### src/rtl/slc3_io_pkg.sv
// Shared types and defaults for the SLC-3 input conditioning front end.
package slc3_io_pkg;

  typedef enum logic {DB_STABLE, DB_PENDING} db_state_t;

  // 1 ms at 50 MHz.
  localparam int DB_CYCLES_DEFAULT = 50000;

endpackage

### src/rtl/slc3_input_conditioner_debounce_bit.sv
// One conditioning channel: 2-FF synchronizer, then a STABLE/PENDING debounce
// FSM. A new level is accepted only after it has disagreed with the current
// level for DB_CYCLES+1 consecutive synchronized cycles. rise/fall pulse for
// exactly the cycle in which the accepted level first shows the new value.
module debounce_bit
  import slc3_io_pkg::*;
#(
  parameter int   DB_CYCLES = DB_CYCLES_DEFAULT,
  parameter logic RST_VAL   = 1'b0
) (
  input  logic Clk,
  input  logic Reset,
  input  logic in_raw,
  output logic level,
  output logic rise,
  output logic fall
);

  localparam int               CNT_W   = $clog2(DB_CYCLES + 1);
  localparam logic [CNT_W-1:0] CNT_MAX = CNT_W'(DB_CYCLES);

  logic             meta_q, sync_q;
  db_state_t        state_q, state_d;
  logic [CNT_W-1:0] cnt_q, cnt_d;
  logic             db_q, db_d;
  logic             rise_q, rise_d;
  logic             fall_q, fall_d;

  // Two-flop synchronizer; resets to the idle level so no edge is seen at reset.
  always_ff @(posedge Clk) begin
    if (!Reset) begin
      meta_q <= RST_VAL;
      sync_q <= RST_VAL;
    end else begin
      meta_q <= in_raw;
      sync_q <= meta_q;
    end
  end

  // Debounce state, counter, accepted level and edge pulses.
  always_ff @(posedge Clk) begin
    if (!Reset) begin
      state_q <= DB_STABLE;
      cnt_q   <= '0;
      db_q    <= RST_VAL;
      rise_q  <= 1'b0;
      fall_q  <= 1'b0;
    end else begin
      state_q <= state_d;
      cnt_q   <= cnt_d;
      db_q    <= db_d;
      rise_q  <= rise_d;
      fall_q  <= fall_d;
    end
  end

  // Next-state: any agreement with the accepted level during PENDING abandons
  // the candidate, so a bounce restarts the count on the next disagreement.
  always_comb begin
    state_d = state_q;
    cnt_d   = cnt_q;
    db_d    = db_q;
    rise_d  = 1'b0;
    fall_d  = 1'b0;
    case (state_q)
      DB_STABLE: begin
        if (sync_q != db_q) begin
          state_d = DB_PENDING;
          cnt_d   = CNT_W'(1);
        end else begin
          cnt_d = '0;
        end
      end
      DB_PENDING: begin
        if (sync_q == db_q) begin
          state_d = DB_STABLE;
          cnt_d   = '0;
        end else if (cnt_q == CNT_MAX) begin
          state_d = DB_STABLE;
          cnt_d   = '0;
          db_d    = sync_q;
          rise_d  = sync_q;
          fall_d  = ~sync_q;
        end else begin
          cnt_d = cnt_q + 1'b1;
        end
      end
      default: begin
        state_d = DB_STABLE;
        cnt_d   = '0;
      end
    endcase
  end

  assign level = db_q;
  assign rise  = rise_q;
  assign fall  = fall_q;

endmodule

### src/rtl/slc3_input_conditioner.sv
// SLC-3 board input front end: synchronizes and debounces the Run/Continue
// buttons (active-low) and the slide switches. Buttons get a one-cycle press
// pulse on an accepted falling level; switches get one shared change pulse.
module slc3_input_conditioner
  import slc3_io_pkg::*;
#(
  parameter int DB_CYCLES = DB_CYCLES_DEFAULT,
  parameter int SW_W      = 10
) (
  input  logic            Clk,
  input  logic            Reset,
  input  logic            Run_in,
  input  logic            Continue_in,
  input  logic [SW_W-1:0] SW_in,
  output logic            Run_db,
  output logic            Continue_db,
  output logic            Run_press,
  output logic            Continue_press,
  output logic [SW_W-1:0] SW_db,
  output logic            SW_change
);

  logic [SW_W-1:0] sw_rise, sw_fall;
  // Button releases are deliberately not reported.
  logic [1:0]      btn_rise_unused;

  debounce_bit #(.DB_CYCLES(DB_CYCLES), .RST_VAL(1'b1)) u_run (
    .Clk    (Clk),
    .Reset  (Reset),
    .in_raw (Run_in),
    .level  (Run_db),
    .rise   (btn_rise_unused[0]),
    .fall   (Run_press)
  );

  debounce_bit #(.DB_CYCLES(DB_CYCLES), .RST_VAL(1'b1)) u_cont (
    .Clk    (Clk),
    .Reset  (Reset),
    .in_raw (Continue_in),
    .level  (Continue_db),
    .rise   (btn_rise_unused[1]),
    .fall   (Continue_press)
  );

  for (genvar i = 0; i < SW_W; i++) begin : g_sw
    debounce_bit #(.DB_CYCLES(DB_CYCLES), .RST_VAL(1'b0)) u_sw (
      .Clk    (Clk),
      .Reset  (Reset),
      .in_raw (SW_in[i]),
      .level  (SW_db[i]),
      .rise   (sw_rise[i]),
      .fall   (sw_fall[i])
    );
  end

  // Edge flops share the db update edge, so several bits accepted together
  // merge into a single pulse aligned with the new SW_db value.
  assign SW_change = |{sw_rise, sw_fall};

endmodule

### config.mk
export PLATFORM = sky130hd
export DESIGN_NAME = slc3_input_conditioner
export DESIGN_NICKNAME = d
export VERILOG_FILES = /design/src/rtl/slc3_io_pkg.sv /design/src/rtl/slc3_input_conditioner_debounce_bit.sv /design/src/rtl/slc3_input_conditioner.sv
export SDC_FILE = /design/constraint.sdc
export NUM_CORES = 1
export LEC_CHECK = 0
export ABC_AREA = 1
export BUFFER_PORTS_ARGS = -buffer_cell sky130_fd_sc_hd__buf_2
export CORE_MARGIN = 2
export CORE_UTILIZATION = 60
export CTS_CLUSTER_SIZE = 20
export DETAILED_ROUTE_END_ITERATION = 7
export GPL_TIMING_DRIVEN = 0
export PLACE_DENSITY = 0.77
export SLEW_MARGIN = 20
export SYNTH_ARGS = -nofsm -noshare
export SYNTH_HDL_FRONTEND = slang
export SYNTH_SLANG_ARGS = --single-unit
### constraint.sdc
create_clock -name Clk -period 1.6 [get_ports Clk]
set_input_delay 0.24 -clock Clk [delete_from_list [all_inputs] [get_ports Clk]]
set_output_delay 0.24 -clock Clk [all_outputs]
set_load 0.01 [all_outputs]
==> flow_summary.yaml, run 1 <==
global_routing:
  met3_usage_pct: 2.90
  grt_pass1_wl_um: 49300
  overflow: 0
  grt_pass1_vias: 11300
  antenna_found_initial: 0
  use_met1_pct: 31.9
  grt_max_degree: 15
  grt_usage_pct: 24.2
  grtUsageMet2_pct: 42.0
  grt.busiest_layer: "met2"
cells_and_area:
  drive_gt1_share_pct: 8.38
  nets: 2137
  num_antenna_cells: 0
  area_growth_pct: 13.9
  post-route-util_pct: 69.5
  ff_latch_area_um2: 5250
  multiInputGateArea_um2: 6800
  final_common_cell: "nand2_1"
  n_fill_cell: 1865
  layout_common_cells: "492 x nand2_1, 409 x nor2_1, 291 x inv_1"
timing:
  hold_viol: 0
  rsz0062_at_grt: "yes"
  fin_ws_ps: -96.9
  finalSetupViolations: 1
  clock.fmax_mhz: 589
  relSlewSlack_pct: 50.6
  setup_tns_ps: -96.9
  worstMarginPinSlew_ps: 741
  clock_skew_ps: 12.0
  fin_crit_sh_pct: 106
  fin_hold_ws_ps: 231
  period_needed_ps: 1700
  maxSlewViolCount: 0
cts:
  cts_tree: "yes"
  htreeDepth: 1
  clk_path_buf_depth: 3
  clk_pin_slew_ps: 60
  cts_inserted_buffers: 30
  clock_latency_ps: 550
  cts_root_buffer: "clkbuf_16"
  clock_sinks: 262
place:
  dp_hpwl_um: 20500
  place_congestion: 0.895
  pre_cts_ws_ps: -182
  io_buffers: 28
status:
  violations: "setup timing"
  status: "finished with violations"
power_and_ir_drop:
  p_per_area_nw_per_um2: 936
  clkPwrFrac_pct: 51.8
  seq_power_share_pct: 46.6
  p_int_mw: 11.2
  peakVddDrop_mv: 0.876
  switchingPower_mw: 2.95
  combinationalPowerShare_pct: 1.6
  p_leak_nw: 5.50
  switching_share_pct: 20.8
drt:
  via_count: 12300
  drc_errors: 0
  wirelength_um: 28700
  ant_nets: 0
  drt_iter0_drc: 676
  drt_first_pass_iters: 5
  wl_per_cell_um: 11.9
  viasPerCell: 5.11
floorplan:
  dieArea_um2: 23300
  rows: 54
  io_pins: 29
  die_y_um: 153
  die_width_um: 153
  start_util_pct: 61.0
  core_area_um2: 21800
critical_path:
  path_class: "reg -> out"
  crit_arrival_ps: 1460
  cp-start-kind: "flop"
  worstPathMaxFanout: 1
  worstSetupEndpointType: "primary output"
  critPathRequiredTime_ps: 1360
synthesis:
  synth_area_um2: 13300
  synth_compound_area_share_pct: 5.84
  synth-async-reset-ratio_pct: 0
  syn_avg_cell_area_um2: 6.57
  synth_top_family_by_area: "simple AND/OR/NAND/NOR gates"
  yosys_warnings: 0
  synth_flop_cell: "dfxtp_1"
  synth_mux_area_share_pct: 0
  synth_xor_area_share_pct: 3.50
  synth_cell_types: 32
  syn_nets: 2059
  synthSimpleGateAreaFrac_pct: 38.9
  synthAdderAreaFrac_pct: 2.26
  ys_ff_latch: 262
  syn_inst: 2021
  synth-seq-area-share_pct: 39.5
  synth-edff-count: 0
worst_hold_path:
  hold_class: "in -> reg"
run:
  drv_cap: 0
power by group through the flow:
stage                     clock, mW  sequential, mW  combinational, mW
final                          7.34            6.60              0.220
after detailed placement          0            6.74              0.196
after floorplan                   0            6.74              0.123
after global routing           7.77            6.60              0.247
after global placement            0            6.74              0.191
after CTS                      7.50            6.60              0.220
per-stage QoR:
| step | instances | cell area (µm²) | total power [mW] |
|---|---|---|---|
| detailed placement | 2329 | 13800 | 6.94 |
| CTS | 2397 | 15000 | 14.3 |
| global placement | 2329 | 13800 | 6.93 |
| global route | 2403 | 15100 | 14.6 |
| finish | 2403 | 15100 | 14.2 |
| floorplan | 2021 | 13300 | 6.86 |
state kept, by name (all words and copies together), names as in the netlist, 10 cells and up:
signal             cells
g_sw.u_sw.cnt_q      160
g_sw.u_sw.fall        10
g_sw.u_sw.level       10
g_sw.u_sw.meta_q      10
g_sw.u_sw.rise        10
g_sw.u_sw.state_q     10
g_sw.u_sw.sync_q      10
u_cont.cnt_q          16
u_run.cnt_q           16
repair_timing:
action                                 CTS  global route
pin swaps                                2             9
setup buffers                            0             6
hold buffers                            12             0
setup endpoints to repair                1            66
gates resized for setup                  7            15
endpoints found under the hold margin   12             0
cell type report:
cell class	count	share of cell area [%]
Timing Repair Buffer	46	2.03
Buffer	30	1.48
Sequential cell	262	34.7
Clock buffer	37	5.61
Clock inverter	19	1.59
Inverter	296	7.34
Multi-Input combinational cell	1433	44.9
Tap cell	280	2.32
cell usage after synthesis, types with 4 or more instances:
master,n,area [µm²]
nand2_1,492,1850
nor2_1,413,1550
inv_1,293,1100
dfxtp_1,262,5250
nand3_1,137,686
a21oi_1,100,500
nand4_1,75,469
o21ai_0,43,215
xor2_1,38,333
ha_1,24,300
nor3_1,22,110
buf_4,17,128
xnor2_1,15,131
nor3_2,11,110
nor2_2,10,62.6
nor2b_1,9,56.3
nand2_2,8,50.1
or2_2,7,43.8
buf_6,6,67.6
o21ai_2,6,52.6
or2_0,6,37.5
or2_1,4,25.0
critical path: stages, from the launching register on:
cell	delay, ps
dfxtp_2	330
nor4_4	280
nand4_1	130
buf_4	180
final timing paths:
check | start | endpoint | slack (ps) | cells after the start
setup / recovery | g_sw[7].u_sw.fall$_SDFF_PP0_ | SW_change | -100 | 3
hold / removal | Reset | u_cont.fall$_SDFF_PP0_ | 230 | 4
setup reg to reg | g_sw[5].u_sw.cnt_q[0]$_SDFF_PN0_ | g_sw[5].u_sw.cnt_q[14]$_SDFF_PP0_ | 110 | 8
hold reg to reg | u_run.meta_q$_SDFF_PN1_ | u_run.sync_q$_SDFF_PN1_ | 410 | 1
layer usage:
| layer | vias to the layer above | part of all wire (%) |
|---|---|---|
| li1 | 6474 | - |
| met1 | 5533 | 47 |
| met2 | 210 | 46 |
| met3 | 51 | 3.8 |
| met4 | 0 | 2.5 |
| met5 | - | 0 |
kinds of logic after synthesis:
kind of cell,Yosys count
XOR/XNOR,53
AND/OR/NAND/NOR,1206
buffers and inverters,326
flip-flops,262
adder cells (fa/ha/maj),24
AO/OA/AOI/OAI,150
(Power assumes the default switching activity.)
==> inputs of run 2 (changes only) <==
==> constraint.sdc (replaced) <==
create_clock -name Clk -period 1.8 [get_ports Clk]
set_input_delay 0.27 -clock Clk [delete_from_list [all_inputs] [get_ports Clk]]
set_output_delay 0.27 -clock Clk [all_outputs]
set_load 0.01 [all_outputs]
==> run 2 against run 1 <==
  * The flow now finishes without violations
  * Sequential power decreased by 11%
  * Die area did not move
  * Count of clock-buffer cells in the layout stayed put
  * Combinational power fell by 12%
  * Clock power is 11% lower
  * Total power decreased by 11%
  * Via count shrank 0.16%
  * Final cell count decreased by 0.25%
  * Critical path depth is the same
  * Worst setup slack better by 160 ps
  * Design area shrank 0.78%
  * Critical endpoint unchanged
==> flow_summary.yaml, run 2 (synthesis gave the netlist of run 1 again) <==
status:
  status: "finished clean"
timing:
  fin_crit_sh_pct: 96.3
  rsz0062_at_grt: "no"
  clock_skew_ps: 10.5
  period_needed_ps: 1730
  setup_tns_ps: 0
  worstMarginPinSlew_ps: 742
  clock.fmax_mhz: 577
  relSlewSlack_pct: 50.5
  finalSetupViolations: 0
  hold_viol: 0
  fin_hold_ws_ps: 256
  maxSlewViolCount: 0
cts:
  htreeDepth: 1
  cts_setup_buffers: 0
  clk_path_buf_depth: 3
  cts_inserted_buffers: 30
  clock_sinks: 262
  cts_root_buffer: "clkbuf_16"
  clock_latency_ps: 550
  cts_tree: "yes"
  clk_pin_slew_ps: 60
global_routing:
  antenna_found_initial: 0
  overflow: 0
  grt_max_degree: 15
  grt_pass1_wl_um: 49200
  grt_usage_pct: 24.2
  grt_pass1_vias: 11200
critical_path:
  cpMaxStageDelayCell: "nor4_1"
  cp-start-kind: "flop"
  critPathRequiredTime_ps: 1530
  worst-r2r-setup-slack_ps: 240
  worstPathCellList: "nor4_1 -> nand4_1 -> buf_4"
  crit_arrival_ps: 1460
  slowest_delay_ps: 310
  worstPathMaxFanout: 1
  path_class: "reg -> out"
  worstSetupEndpointType: "primary output"
floorplan:
  die_width_um: 153
  die_y_um: 153
  rows: 54
  dieArea_um2: 23300
  core_area_um2: 21800
  start_util_pct: 61.0
  io_pins: 29
power_and_ir_drop:
  seq_power_share_pct: 46.6
  combinationalPowerShare_pct: 1.5
  p_leak_nw: 5.47
  switching_share_pct: 20.8
  p_total_mw: 12.6
  clkPwrFrac_pct: 51.8
  switchingPower_mw: 2.62
  peakVddDrop_mv: 0.778
  p_per_area_nw_per_um2: 838
  p_int_mw: 9.97
cells_and_area:
  drive_gt1_share_pct: 7.79
  layout_common_cells: "492 x nand2_1, 411 x nor2_1, 293 x inv_1"
  reg.largest.list: "g_sw.u_sw.cnt_q (160), u_cont.cnt_q (16), u_run.cnt_q (16)"
  nets: 2131
  num_antenna_cells: 0
  largest_register: "g_sw.u_sw.cnt_q"
  n_fill_cell: 1884
  final_cells: 2397
  area_growth_pct: 13.0
  largest_reg_flops: 160
  final_common_cell: "nand2_1"
place:
  dp.cells: 2329
  place_congestion: 0.895
  io_buffers: 28
  dp_hpwl_um: 20500
drt:
  ant_nets: 0
  drc_errors: 0
  wl_per_cell_um: 11.9
  viasPerCell: 5.11
  drt_iter0_drc: 718
  via_count: 12200
  wirelength_um: 28600
  drt_first_pass_iters: 5
run:
  drv_cap: 0
worst_hold_path:
  hold_class: "in -> reg"
## run 2: critical path: cells and delay by family (launching register included)
family                 cells  cell delay, ps
DFF                        1             290
and+or+nand+nor            2             450
buffers and inverters      1             180
## run 2: through the flow
step | util, % | instance area, µm² | setup slack [ps]
floorplan | - | 13300 | 503
global placement | 63.3 | 13800 | 19.9
detailed placement | 63.3 | 13800 | -11.9
CTS | 68.9 | 15000 | 6.34
global route | 69.0 | 15000 | 5.75
finish | 69.0 | 15000 | 67.5
## run 2: repair_timing
action | 4_1_cts | 5_1_grt
endpoints found under the setup margin | 1 | 1
pin swaps | 0 | 2
resized for setup | 1 | 6
hold endpoints to repair | 12 | 0
hold buffers | 12 | 0
## run 2: path summary, 6_finish.rpt
path	from	endpoint	depth (start not counted)
setup / recovery	g_sw[8].u_sw.rise$_SDFF_PP0_	SW_change	3
hold / removal	Reset	u_cont.fall$_SDFF_PP0_	4
setup reg to reg	g_sw[5].u_sw.cnt_q[0]$_SDFF_PN0_	g_sw[5].u_sw.cnt_q[14]$_SDFF_PP0_	8
hold reg to reg	u_run.meta_q$_SDFF_PN1_	u_run.sync_q$_SDFF_PN1_	1
## run 2: area by class of cell
type | count | area [µm²] | area share [%]
clock buffer | 37 | 848 | 5.65
tap | 280 | 350 | 2.33
buffer | 30 | 224 | 1.49
timing repair buffer | 40 | 263 | 1.75
inverter | 296 | 1110 | 7.40
clock inverter | 19 | 240 | 1.60
multi-input combinational | 1433 | 6730 | 44.8
sequential | 262 | 5250 | 35.0
## run 2: routing by layer
metal / track usage [%] / up-vias / share of wire, %
met5: 0 / - / 0
met4: 6.97 / 0 / 2.5
met3: 2.90 / 53 / 4.4
met2: 41.9 / 237 / 46
met1: 31.9 / 5492 / 47
li1: - / 6466 / -
## run 2: power by group through the flow
stage	Sequential (mW)	Clock, mW	Combinational [mW]
final	5.87	6.52	0.194
after global routing	5.87	6.91	0.219
after CTS	5.87	6.66	0.195
after detailed placement	6.00	0	0.174
after global placement	5.99	0	0.169
after floorplan	5.99	0	0.110
==> inputs of run 3 (changes only) <==
--- a/config.mk
+++ b/config.mk
@@ -9,10 +9,11 @@
 export BUFFER_PORTS_ARGS = -buffer_cell sky130_fd_sc_hd__buf_2
 export CORE_MARGIN = 2
 export CORE_UTILIZATION = 60
+export CTS_BUF_LIST = sky130_fd_sc_hd__clkbuf_8 sky130_fd_sc_hd__clkbuf_16
 export CTS_CLUSTER_SIZE = 20
 export DETAILED_ROUTE_END_ITERATION = 7
 export GPL_TIMING_DRIVEN = 0
-export PLACE_DENSITY = 0.77
+export PLACE_DENSITY = 0.89
 export SLEW_MARGIN = 20
 export SYNTH_ARGS = -nofsm -noshare
 export SYNTH_HDL_FRONTEND = slang
==> run 3 against run 2 <==
  * Register-to-register slack barely moved
  * Worst hold slack got worse by 23 ps
  * Die area did not move
  * Non-clock buffer count did not move
  * Highest routed layer unchanged
  * Core utilization fell by 0.86 points
  * Design area fell by 1.2%
  * Critical path type unchanged
  * Clock skew fell by 1.3 ps
  * Sequential cell count did not move
  * Total power fell by 5.7%
  * Wire length rose by 2.1%
  * Fmax fell by 0.75%
==> flow_summary.yaml, run 3 (synthesis gave the netlist of run 1 again) <==
cts:
  cts_inserted_buffers: 27
  cts_setup_buffers: 0
  clock_sinks: 262
  clk_pin_slew_ps: 60
  cts_root_buffer: "clkbuf_16"
  cts_tree: "yes"
  htreeDepth: 1
  clk_path_buf_depth: 3
  clock_latency_ps: 530
critical_path:
  worstPathMaxFanout: 1
  slowest_delay_ps: 310
  critPathRequiredTime_ps: 1530
  worstPathCellList: "nor2_2 -> nand2_1 -> nor2_1 -> nand4_1 -> buf_2"
  crit_family: "simple AND/OR/NAND/NOR gates"
  r2r_end: "u_cont.cnt_q[8]$_SDFF_PP0_"
  cp.buffers_inverters: 1
  cpMaxStageDelayCell: "dfxtp_1"
  reg2reg_depth: 8
  path_class: "reg -> out"
  reg2reg_from: "u_cont.cnt_q[0]$_SDFF_PN0_"
  worstSetupEndpointType: "primary output"
  crit_arrival_ps: 1480
  cp-start-kind: "flop"
  worst-r2r-setup-slack_ps: 230
drt:
  wirelength_um: 29200
  ant_nets: 0
  drt_iter0_drc: 840
  drc_errors: 0
  drt_first_pass_iters: 5
  via_count: 12500
  viasPerCell: 5.23
  wl_per_cell_um: 12.2
timing:
  hold_viol: 0
  setup_tns_ps: 0
  fin_crit_sh_pct: 97.0
  worstMarginPinSlew_ps: 793
  fin_ws_ps: 54.3
  rsz0062_at_grt: "no"
  clock.fmax_mhz: 573
  period_needed_ps: 1750
  clock_skew_ps: 9.14
  relSlewSlack_pct: 47.1
  maxSlewViolCount: 0
  finalSetupViolations: 0
run:
  drv_cap: 0
cells_and_area:
  layout_common_cells: "492 x nand2_1, 412 x nor2_1, 297 x inv_1"
  final_cells: 2389
  n_fill_cell: 1805
  drive_gt1_share_pct: 7.11
  largest_reg_flops: 160
  nets: 2128
  largest_register: "g_sw.u_sw.cnt_q"
  area_growth_pct: 11.6
  reg.largest.list: "g_sw.u_sw.cnt_q (160), u_cont.cnt_q (16), u_run.cnt_q (16)"
  num_antenna_cells: 0
  final_common_cell: "nand2_1"
  post-route-util_pct: 68.1
power_and_ir_drop:
  switchingPower_mw: 2.45
  peakVddDrop_mv: 0.727
  p_leak_nw: 5.41
  p_int_mw: 9.41
  switching_share_pct: 20.7
  p_per_area_nw_per_um2: 800
  seq_power_share_pct: 49.5
  combinationalPowerShare_pct: 1.6
  clkPwrFrac_pct: 48.9
  p_total_mw: 11.9
global_routing:
  overflow: 0
  grt_usage_pct: 24.8
  grt_pass1_vias: 11700
  grt_max_degree: 15
  grt_pass1_wl_um: 50400
  antenna_found_initial: 0
worst_hold_path:
  holdPathStages: 4
  hold_end: "u_run.fall$_SDFF_PP0_"
  hold_class: "in -> reg"
  min_from: "Reset"
place:
  dp.cells: 2329
  dp_hpwl_um: 21000
  io_buffers: 28
  place_congestion: 0.938
  pre_cts_ws_ps: 27.2
status:
  status: "finished clean"
floorplan:
  rows: 54
  start_util_pct: 61.0
  die_y_um: 153
  io_pins: 29
  die_width_um: 153
  dieArea_um2: 23300
  core_area_um2: 21800
[run 3: changes by cell type in the layout (fill, tap and decap cells not counted), moves of 2 or more]
cell,previous run,this run
nor4_1,1,3
clkbuf_16,31,27
clkinvlp_4,5,2
inv_1,293,297
clkinv_4,2,0
clkinv_2,7,5
[run 3: layout make-up]
type                       count  area (µm²)  area share (%)
multi-input combinational   1433        6700            45.2
sequential                   262        5250            35.4
inverter                     296        1110            7.50
clock buffer                  32         744            5.02
tap                          280         350            2.36
timing repair buffer          40         260            1.76
buffer                        30         224            1.51
clock inverter                16         184            1.24
[run 3: through the flow]
stage	instance area, µm²	hold slack [ps]
floorplan	13300	368
global placement	13800	393
detailed placement	13800	400
CTS	14800	217
global route	14800	265
finish	14800	233
[run 3: routing by layer]
layer / vias to the layer above / GRT usage (%) / wire length (µm)
met3: 73 / 3.47 / 1380
met2: 306 / 43.8 / 13900
met5: - / 0 / 0
li1: 6456 / - / -
met4: 0 / 8.99 / 895
met1: 5665 / 31.0 / 13000
[run 3: worst max-delay path by stage]
stage / startpoint / end / slack, ps / cells after the start
2_1_floorplan: g_sw[3].u_sw.cnt_q[0]$_SDFF_PN0_ / g_sw[3].u_sw.cnt_q[10]$_SDFF_PP0_ / 500 / 7
3_3_place_gp: Reset / g_sw[0].u_sw.cnt_q[0]$_SDFF_PN0_ / 20 / 7
3_5_place_dp: Reset / g_sw[8].u_sw.cnt_q[0]$_SDFF_PN0_ / 30 / 7
4_1_cts: g_sw[0].u_sw.rise$_SDFF_PP0_ / SW_change / 50 / 5
5_1_grt: g_sw[2].u_sw.rise$_SDFF_PP0_ / SW_change / 1 / 5
6_report: g_sw[0].u_sw.rise$_SDFF_PP0_ / SW_change / 50 / 5
[run 3: power groups by stage]
stage          Clock [mW]  Combinational, mW  Sequential, mW
2_1_floorplan           0              0.110            5.99
3_3_place_gp            0              0.166            5.99
3_5_place_dp            0              0.171            6.00
4_1_cts              5.88              0.194            5.87
5_1_grt              6.12              0.217            5.87
6_report             5.80              0.195            5.87
[run 3: repair_timing]
action / CTS / global route
hold endpoints to repair: 12 / 0
setup endpoints to repair: 1 / 0
gates resized for setup: 1 / 0
hold buffers: 12 / 0
[run 3: worst min-delay path, stage by stage]
cell	delay (ps)
buf_2	110
buf_2	190
o21ai_0	100
nor3_1	50
